`src/rtl/mem_arb_pkg.sv`:
```
// Shared types for the unified-memory port arbiter: FSM state and access owner.
package mem_arb_pkg;

  typedef enum logic [1:0] {
    IDLE    = 2'd0,
    WAIT_IF = 2'd1,
    WAIT_DM = 2'd2,
    DONE    = 2'd3
  } arb_state_t;

  typedef enum logic {
    OWN_IF = 1'b0,
    OWN_DM = 1'b1
  } owner_t;

  // Which requester owns the access currently in flight; only meaningful in WAIT_x.
  function automatic owner_t ownerOf(input arb_state_t s);
    return (s == WAIT_DM) ? OWN_DM : OWN_IF;
  endfunction

endpackage

```
`src/rtl/mem_port_arbiter.sv`:
```
// Arbiter sharing one single-port memory between instruction fetch (IF) and
// data memory access (DM). One access outstanding at a time, DM preferred,
// IF protected from starvation, and a watchdog that aborts unanswered accesses.
module mem_port_arbiter
  import mem_arb_pkg::*;
#(
  parameter int ADDR_W     = 32,
  parameter int DATA_W     = 32,
  parameter int STARVE_MAX = 4,
  parameter int TIMEOUT    = 64
) (
  input  logic              clk,
  input  logic              rst,
  input  logic              if_req,
  input  logic [ADDR_W-1:0] if_addr,
  output logic              if_rvalid,
  output logic [DATA_W-1:0] if_rdata,
  input  logic              dm_req,
  input  logic              dm_we,
  input  logic [ADDR_W-1:0] dm_addr,
  input  logic [DATA_W-1:0] dm_wdata,
  output logic              dm_rvalid,
  output logic [DATA_W-1:0] dm_rdata,
  output logic              mem_req,
  output logic              mem_we,
  output logic [ADDR_W-1:0] mem_addr,
  output logic [DATA_W-1:0] mem_wdata,
  input  logic              mem_rvalid,
  input  logic [DATA_W-1:0] mem_rdata,
  output logic              stall_f,
  output logic              stall_m,
  output logic              err
);

  localparam int SC_W = $clog2(STARVE_MAX + 1);
  localparam int WD_W = $clog2(TIMEOUT);
  localparam logic [SC_W-1:0] STARVE_LIM = SC_W'(STARVE_MAX);
  localparam logic [WD_W-1:0] WD_LAST    = WD_W'(TIMEOUT - 1);

  arb_state_t      state;
  logic [SC_W-1:0] starveCnt;
  logic [WD_W-1:0] wdCnt;
  owner_t          waitOwner;
  logic            dmWins;

  // DM takes the port unless IF is waiting and has already lost STARVE_MAX grants in a row.
  assign dmWins    = dm_req & (~if_req | (starveCnt < STARVE_LIM));
  assign waitOwner = ownerOf(state);

  // Pipeline holds while its own request is open and not yet answered.
  assign stall_f = if_req & ~if_rvalid;
  assign stall_m = dm_req & ~dm_rvalid;

  // Arbitration FSM with all memory-side and requester-side outputs registered.
  always_ff @(posedge clk or negedge rst) begin
    if (!rst) begin
      state     <= IDLE;
      starveCnt <= '0;
      wdCnt     <= '0;
      mem_req   <= 1'b0;
      mem_we    <= 1'b0;
      mem_addr  <= '0;
      mem_wdata <= '0;
      if_rvalid <= 1'b0;
      if_rdata  <= '0;
      dm_rvalid <= 1'b0;
      dm_rdata  <= '0;
      err       <= 1'b0;
    end else begin
      // Pulse outputs default low; each is raised for exactly one cycle below.
      mem_req   <= 1'b0;
      if_rvalid <= 1'b0;
      dm_rvalid <= 1'b0;
      err       <= 1'b0;
      case (state)
        IDLE: begin
          if (dmWins) begin
            mem_req   <= 1'b1;
            mem_we    <= dm_we;
            mem_addr  <= dm_addr;
            mem_wdata <= dm_wdata;
            state     <= WAIT_DM;
            // Count only grants that actually made IF wait; saturate so the limit stays sticky.
            if (if_req) begin
              starveCnt <= (starveCnt == STARVE_LIM) ? STARVE_LIM : starveCnt + SC_W'(1);
            end else begin
              starveCnt <= '0;
            end
          end else if (if_req) begin
            mem_req   <= 1'b1;
            mem_we    <= 1'b0;
            mem_addr  <= if_addr;
            mem_wdata <= '0;
            state     <= WAIT_IF;
            starveCnt <= '0;
          end
        end
        WAIT_IF, WAIT_DM: begin
          // A completion arriving in the final watchdog cycle still wins over the abort.
          if (mem_rvalid) begin
            if (waitOwner == OWN_DM) begin
              dm_rdata  <= mem_rdata;
              dm_rvalid <= 1'b1;
            end else begin
              if_rdata  <= mem_rdata;
              if_rvalid <= 1'b1;
            end
            wdCnt <= '0;
            state <= DONE;
          end else if (wdCnt == WD_LAST) begin
            if (waitOwner == OWN_DM) begin
              dm_rdata  <= '0;
              dm_rvalid <= 1'b1;
            end else begin
              if_rdata  <= '0;
              if_rvalid <= 1'b1;
            end
            err   <= 1'b1;
            wdCnt <= '0;
            state <= DONE;
          end else begin
            wdCnt <= wdCnt + WD_W'(1);
          end
        end
        DONE: begin
          // The owner's request is still high this cycle for the access just finished.
          state <= IDLE;
        end
        default: begin
          state <= IDLE;
        end
      endcase
    end
  end

endmodule

```
`config.mk`:
```
export PLATFORM = sky130hd
export DESIGN_NAME = mem_port_arbiter
export DESIGN_NICKNAME = d
export VERILOG_FILES = /design/src/rtl/mem_arb_pkg.sv /design/src/rtl/mem_port_arbiter.sv
export SDC_FILE = /design/constraint.sdc
export NUM_CORES = 1
export LEC_CHECK = 0
export BUFFER_PORTS_ARGS = -buffer_cell sky130_fd_sc_hd__buf_4
export CORE_ASPECT_RATIO = 0.9
export CORE_MARGIN = 1.5
export CORE_UTILIZATION = 35
export DETAILED_ROUTE_END_ITERATION = 10
export GPL_ROUTABILITY_DRIVEN = 1
export GPL_TIMING_DRIVEN = 0
export PLACE_DENSITY = 0.59
export SLEW_MARGIN = 20
export SYNTH_ARGS = -nofsm -noshare
export SYNTH_HDL_FRONTEND = slang
export SYNTH_SLANG_ARGS = --single-unit
```
`constraint.sdc`:
```
create_clock -name clk -period 1.8 [get_ports clk]
set_input_delay 0 -clock clk [delete_from_list [all_inputs] [get_ports clk]]
set_output_delay 0 -clock clk [all_outputs]
set_load 0.02 [all_outputs]
```
# After elaboration in Yosys (flattened, before gate mapping)
# Cells that the tools add are included.
[classes] addsub=2 n_lt_le_gt_ge=1 eq_ne=7 muxes=40 bitwise_logic=8 n_reduce_logical=8
[op_table] op="$mux W32" n=12
[op_table] op="$mux W1" n=17
[op_table] op="$mux W3" n=4
[op_table] op="$mux W6" n=2
[op_table] op="$mux W2" n=4
[op_table] op="$add A6 B1 Y6 const B" n=1
[op_table] op="$eq A6 B6 Y1 const B" n=1
[op_table] op="$ne A3 B3 Y1 const B" n=2
[op_table] op="$pmux W2 S3" n=1
[op_table] op="$reduce_and A3 Y1" n=2
[op_table] op="$eq A2 B2 Y1 const B" n=2
[op_table] op="$not A1 Y1" n=4
[op_table] op="$reduce_and A2 Y1" n=2
[op_table] op="$reduce_bool A2 Y1" n=2
[op_table] op="$add A3 B1 Y3 const B" n=1
[op_table] op="$and A1 B1 Y1" n=3
[op_table] op="$eq A3 B3 Y1 const B" n=1
[op_table] op="$lt A3 B3 Y1 const B" n=1
[op_table] op="$eq A2 B1 Y1 const B" n=1
[op_table] op="$logic_not A2 Y1" n=1
[op_table] op="$reduce_or A2 Y1" n=1
[op_table] op="$or A1 B1 Y1" n=1
[totals] reg_bits=144 input_bits=134 output_inout_bits=135 elab_cells=78

# Depth between registers and ports, before layout
[logic_depth] word_depth=6 depth_mapped=7 depth_no_buf=6

# Worst setup path after synthesis
# OpenSTA, ideal clock, no wires.
[synth_timing] kind="register -> register" startpoint="register state[0]" endpoint="register dm_rdata[10]" arrival_time_ns=1.436 setup_slack_ns=0.242 path_stages_with_launch=7 n_path_buf=2 period_less_slack_ns=1.558 path_cell_list="dfrtp_1 inv_1 ha_1 and2_1 buf_2 buf_2 a32o_1"
[synth_between] elab_chain_cells=3
[synth_rtl] element="start: declaration" line_no="mem_port_arbiter.sv:40" text="arb_state_t state;"
[synth_rtl] element="start signal: assignment" line_no="mem_port_arbiter.sv:57" text="state <= IDLE;"
[synth_rtl] element="start signal: assignment" line_no="mem_port_arbiter.sv:82" text="state <= WAIT_DM;"
[synth_rtl] element="start signal: assignment" line_no="mem_port_arbiter.sv:94" text="state <= WAIT_IF;"
[synth_rtl] element="$eq A2 B2 Y1 / $eq A2 B1 Y1 (equally long branches)" line_no="mem_arb_pkg.sv:18, mem_port_arbiter.sv:75"
[synth_rtl] element="$mux W1 / $reduce_or A2 Y1 (equally long branches)" line_no="mem_arb_pkg.sv:18, mem_port_arbiter.sv:75"
[synth_rtl] element="$reduce_and A3 Y1 (no source line) *"
[synth_rtl] element="end signal: assignment" line_no="mem_port_arbiter.sv:102" text="dm_rdata <= mem_rdata;"
[synth_rtl] element="end: declaration" line_no="mem_port_arbiter.sv:23" text="output logic [DATA_W-1:0] dm_rdata,"
# Every way passes the cells marked *; elsewhere a longest branch is shown, timed or not.
# A chain may end at the register's enable or synchronous reset.

# Worst setup path after layout
[layout_timing] startpoint="register state[0]" endpoint="register if_rdata[10]"
[layout_between] elab_chain_cells=4
[layout_rtl] element="$eq A2 B2 Y1" line_no="mem_arb_pkg.sv:18, mem_port_arbiter.sv:75"
[layout_rtl] element="$mux W1" line_no="mem_arb_pkg.sv:18" text="return (s == WAIT_DM) ? OWN_DM : OWN_IF;"
[layout_rtl] element="$not A1 Y1 (no source line)"
[layout_rtl] element="$reduce_and A3 Y1 (no source line) *"
[layout_rtl] element="end signal: assignment" line_no="mem_port_arbiter.sv:105" text="if_rdata <= mem_rdata;"
[layout_rtl] element="end: declaration" line_no="mem_port_arbiter.sv:17" text="output logic [DATA_W-1:0] if_rdata,"
# Marked as above.

==> flow_summary.ini <==
[status]
outcome = finished, violations left
violations = design-rule violations

[sta]
tns_ns = 0
final_max_slew_viol_count = 0
setup_violations = 0
fin_worst_hold_slack_ns = 0.0291
max_slew.worst_pin.slew_ns = 0.566
post-route-min-period_ns = 1.69
fmax_mhz = 593
worst_slack_ns = 0.113
hold_viol_final = 0
final.period_utilization_pct = 93.7
clock-skew-final_ns = 0.00879
rsz0062_at_grt = false
worst_slew_margin_rel_pct = 62.3

[hold_path]
worst_hold_path_type = in -> reg
worst_hold_startpoint = mem_rvalid
worst_hold_path.num_cells = 3
min_to = err

[power]
pwr-share-clk_pct = 21.3
p_int_mw = 11.1
peak_supply_drop_uv = 981
switching_share_pct = 38.2
power.density_nw_per_um2 = 1780
total_leakage_power_nw = 4.97
power_switching_mw = 6.87
seq_power_share_pct = 31.4
power_frac_comb_pct = 47.3
power_mw = 18.0

[layout]
instances_no_fill = 1082
layout.nets = 1002
filler_cell_count = 1300
final_core_utilization_pct = 62.4
post-route-cell-area_um2 = 10100
antennaDiodeCount = 0
drive_gt1_share_pct = 38.9
syn2layout_area_growth_pct = 73.7

[floorplan]
die_width_um = 139
core.rowCount = 44
die_footprint_um2 = 17400
io_pins = 269
core_area_um2 = 16200
die_h_um = 125
floorplan.initialDensity_pct = 35.9

[logic_synthesis]
synth_warnings = 0
count_of_flip_flops_with_a_built_in_enable_after_synthesis = 0
seq_area_frac_synth_pct = 61.8
main_flop_type_after_synthesis = sky130_fd_sc_hd__dfrtp_1
post_synth_top_area_cell = sky130_fd_sc_hd__dfrtp_1
flip_flop_and_latch_count_after_synthesis = 144
syn_inst = 440
synth_common_cells = sky130_fd_sc_hd__dfrtp_1, sky130_fd_sc_hd__a32o_1, sky130_fd_sc_hd__nand2_1
synth.cell_area_um2 = 5830
syn_nets = 580
ys_async_sr_fraction_pct = 100
synth_largest_type_area_fraction_pct = 61.8
leading_cell_type_by_number_of_instances_after_synthesis = sky130_fd_sc_hd__dfrtp_1
synth.avg_cell_area_um2 = 13.3
dominant_cells_by_area_after_synthesis = sky130_fd_sc_hd__dfrtp_1, sky130_fd_sc_hd__a32o_1, sky130_fd_sc_hd__mux2i_1
synth.distinct_cells = 34

[cts]
cts-root-buf = sky130_fd_sc_hd__clkbuf_16
cts.sink_count = 144
cts_inserted_buffers = 17
cts_htree_levels = 4
clock_path_buffers = 2
clk_pin_slew_ns = 0.06
clk_latency_ns = 0.43
tritoncts = yes

[drt]
drt_drc_violations_left = 12
drt_pre_antenna_iters = 7
initialDrtViolationCount = 306
wire_per_inst_um = 17.8
drt.antenna.violating_nets = 0
routed_via_density = 5.03
total_routed_length_mm = 19.3
via_count = 5445

[global_routing]
grt_max_degree = 75
grt_pass1_vias = 5910
gr-usage-all-layers_pct = 22.8
grt_pass1_wl_mm = 30.9
gr-total-overflow = 0
initial_antenna_violation_count = 0

[run]
cap_violations = 0

[setup_path]
cp-startpoint = state[0]
reg2reg_setup_slack_ns = 0.11
worst-setup-path-type = reg -> reg
cp_max_fo = 10
reg2regPathDepth = 7
critical_path_arrival_ns = 1.99
start_of_the_worst_register_to_register_path = state[0]
worstSetupEndpointType = register
required_ns = 2.11
cp-start-kind = register
worstReg2RegEnd = if_rdata[10]

[placement]
detailed_place_hpwl_mm = 12.9
preCtsSetupSlack_ns = -0.0338
buffer_ports.inserted = 266
place_congestion = 0.760
place_area_um2 = 8120
place_inst = 914
[cell type report]
class,instances,area [um2],area share (%)
buffer,39,250,2.47
clock buffer,24,492,4.85
clock inverter,8,151,1.49
inverter,9,33.8,0.334
multi-input combinational,248,1960,19.3
sequential,144,3600,35.6
tap,207,259,2.56
timing repair buffer,403,3380,33.4
[kinds of logic after synthesis]
family / synth area share (%)
AO/OA/AOI/OAI: 20.9
AND/OR/NAND/NOR: 4.72
adder cells (fa/ha/maj): 1.29
multiplexers: 6.37
buffers and inverters: 4.87
flip-flops: 61.8
[placed cells by master (no fill, tap or decap), types with 2 or more instances in the layout]
cell,count
sky130_fd_sc_hd__buf_4,270
sky130_fd_sc_hd__dfrtp_1,144
sky130_fd_sc_hd__dlygate4sd3_1,132
sky130_fd_sc_hd__a32o_1,64
sky130_fd_sc_hd__nand2_1,37
sky130_fd_sc_hd__mux2i_1,36
sky130_fd_sc_hd__a22o_1,35
sky130_fd_sc_hd__o21ai_1,33
sky130_fd_sc_hd__buf_2,20
sky130_fd_sc_hd__clkbuf_16,17
sky130_fd_sc_hd__clkbuf_1,12
sky130_fd_sc_hd__inv_1,7
sky130_fd_sc_hd__buf_6,7
sky130_fd_sc_hd__nor2_1,6
sky130_fd_sc_hd__ha_1,5
sky130_fd_sc_hd__nand3_1,4
sky130_fd_sc_hd__o21ai_0,4
sky130_fd_sc_hd__clkbuf_8,4
sky130_fd_sc_hd__bufinv_16,4
sky130_fd_sc_hd__buf_8,3
sky130_fd_sc_hd__clkinvlp_4,3
sky130_fd_sc_hd__inv_2,2
sky130_fd_sc_hd__nor2b_1,2
sky130_fd_sc_hd__and3_1,2
sky130_fd_sc_hd__nand2_4,2
sky130_fd_sc_hd__a21oi_1,2
sky130_fd_sc_hd__nand4b_1,2
sky130_fd_sc_hd__o2bb2ai_1,2
[worst max path at each step]
stage | endpoint
CTS | if_rdata[8]
floorplan | dm_rdata[10]
finish | if_rdata[10]
global placement | if_rdata[17]
global route | if_rdata[10]
detailed placement | if_rdata[10]
[critical path: stages, from the launching register on]
cell and delay (ns):
sky130_fd_sc_hd__dfrtp_1 0.32, sky130_fd_sc_hd__inv_1 0.10, sky130_fd_sc_hd__ha_4 0.32, sky130_fd_sc_hd__inv_2 0.09, sky130_fd_sc_hd__nor2_4 0.23, sky130_fd_sc_hd__nand2_4 0.12
sky130_fd_sc_hd__buf_6 0.16, sky130_fd_sc_hd__a32o_1 0.22
[power groups by stage]
stage / Sequential, mW / Clock (mW) / Combinational (mW)
after floorplan: 7.29 / 0 / 2.94
final: 5.66 / 3.83 / 8.50
after global routing: 5.84 / 4.07 / 9.07
after detailed placement: 5.66 / 0 / 8.20
after global placement: 5.61 / 0 / 8.05
after CTS: 5.64 / 3.91 / 8.44
[registers in the layout (all words and copies together), names as in the netlist]
signal and count:
err 1, wdCnt 6, dm_rvalid 1, mem_wdata 32
mem_addr 32, if_rdata 32, mem_req 1, dm_rdata 32
starveCnt 3, state 2, if_rvalid 1, mem_we 1
[metal layers]
metal	vias to the layer above	wire length (um)	part of all wire (%)	track usage [%]
met1	2686	7620	40	26.5
li1	2516	-	-	-
met3	34	1350	7.0	7.66
met4	0	492	2.6	8.64
met5	-	0	0	0
met2	209	9820	51	39.0
[what timing repair did]
item                       4_1_cts  5_1_grt
setup endpoints to repair       29       56
pin swaps                        1        1
buffers inserted                 0        4
hold endpoints to repair       205        0
resized for setup                1        1
hold buffers                   132        0
No activity file was read; power rests on OpenSTA's default activity.
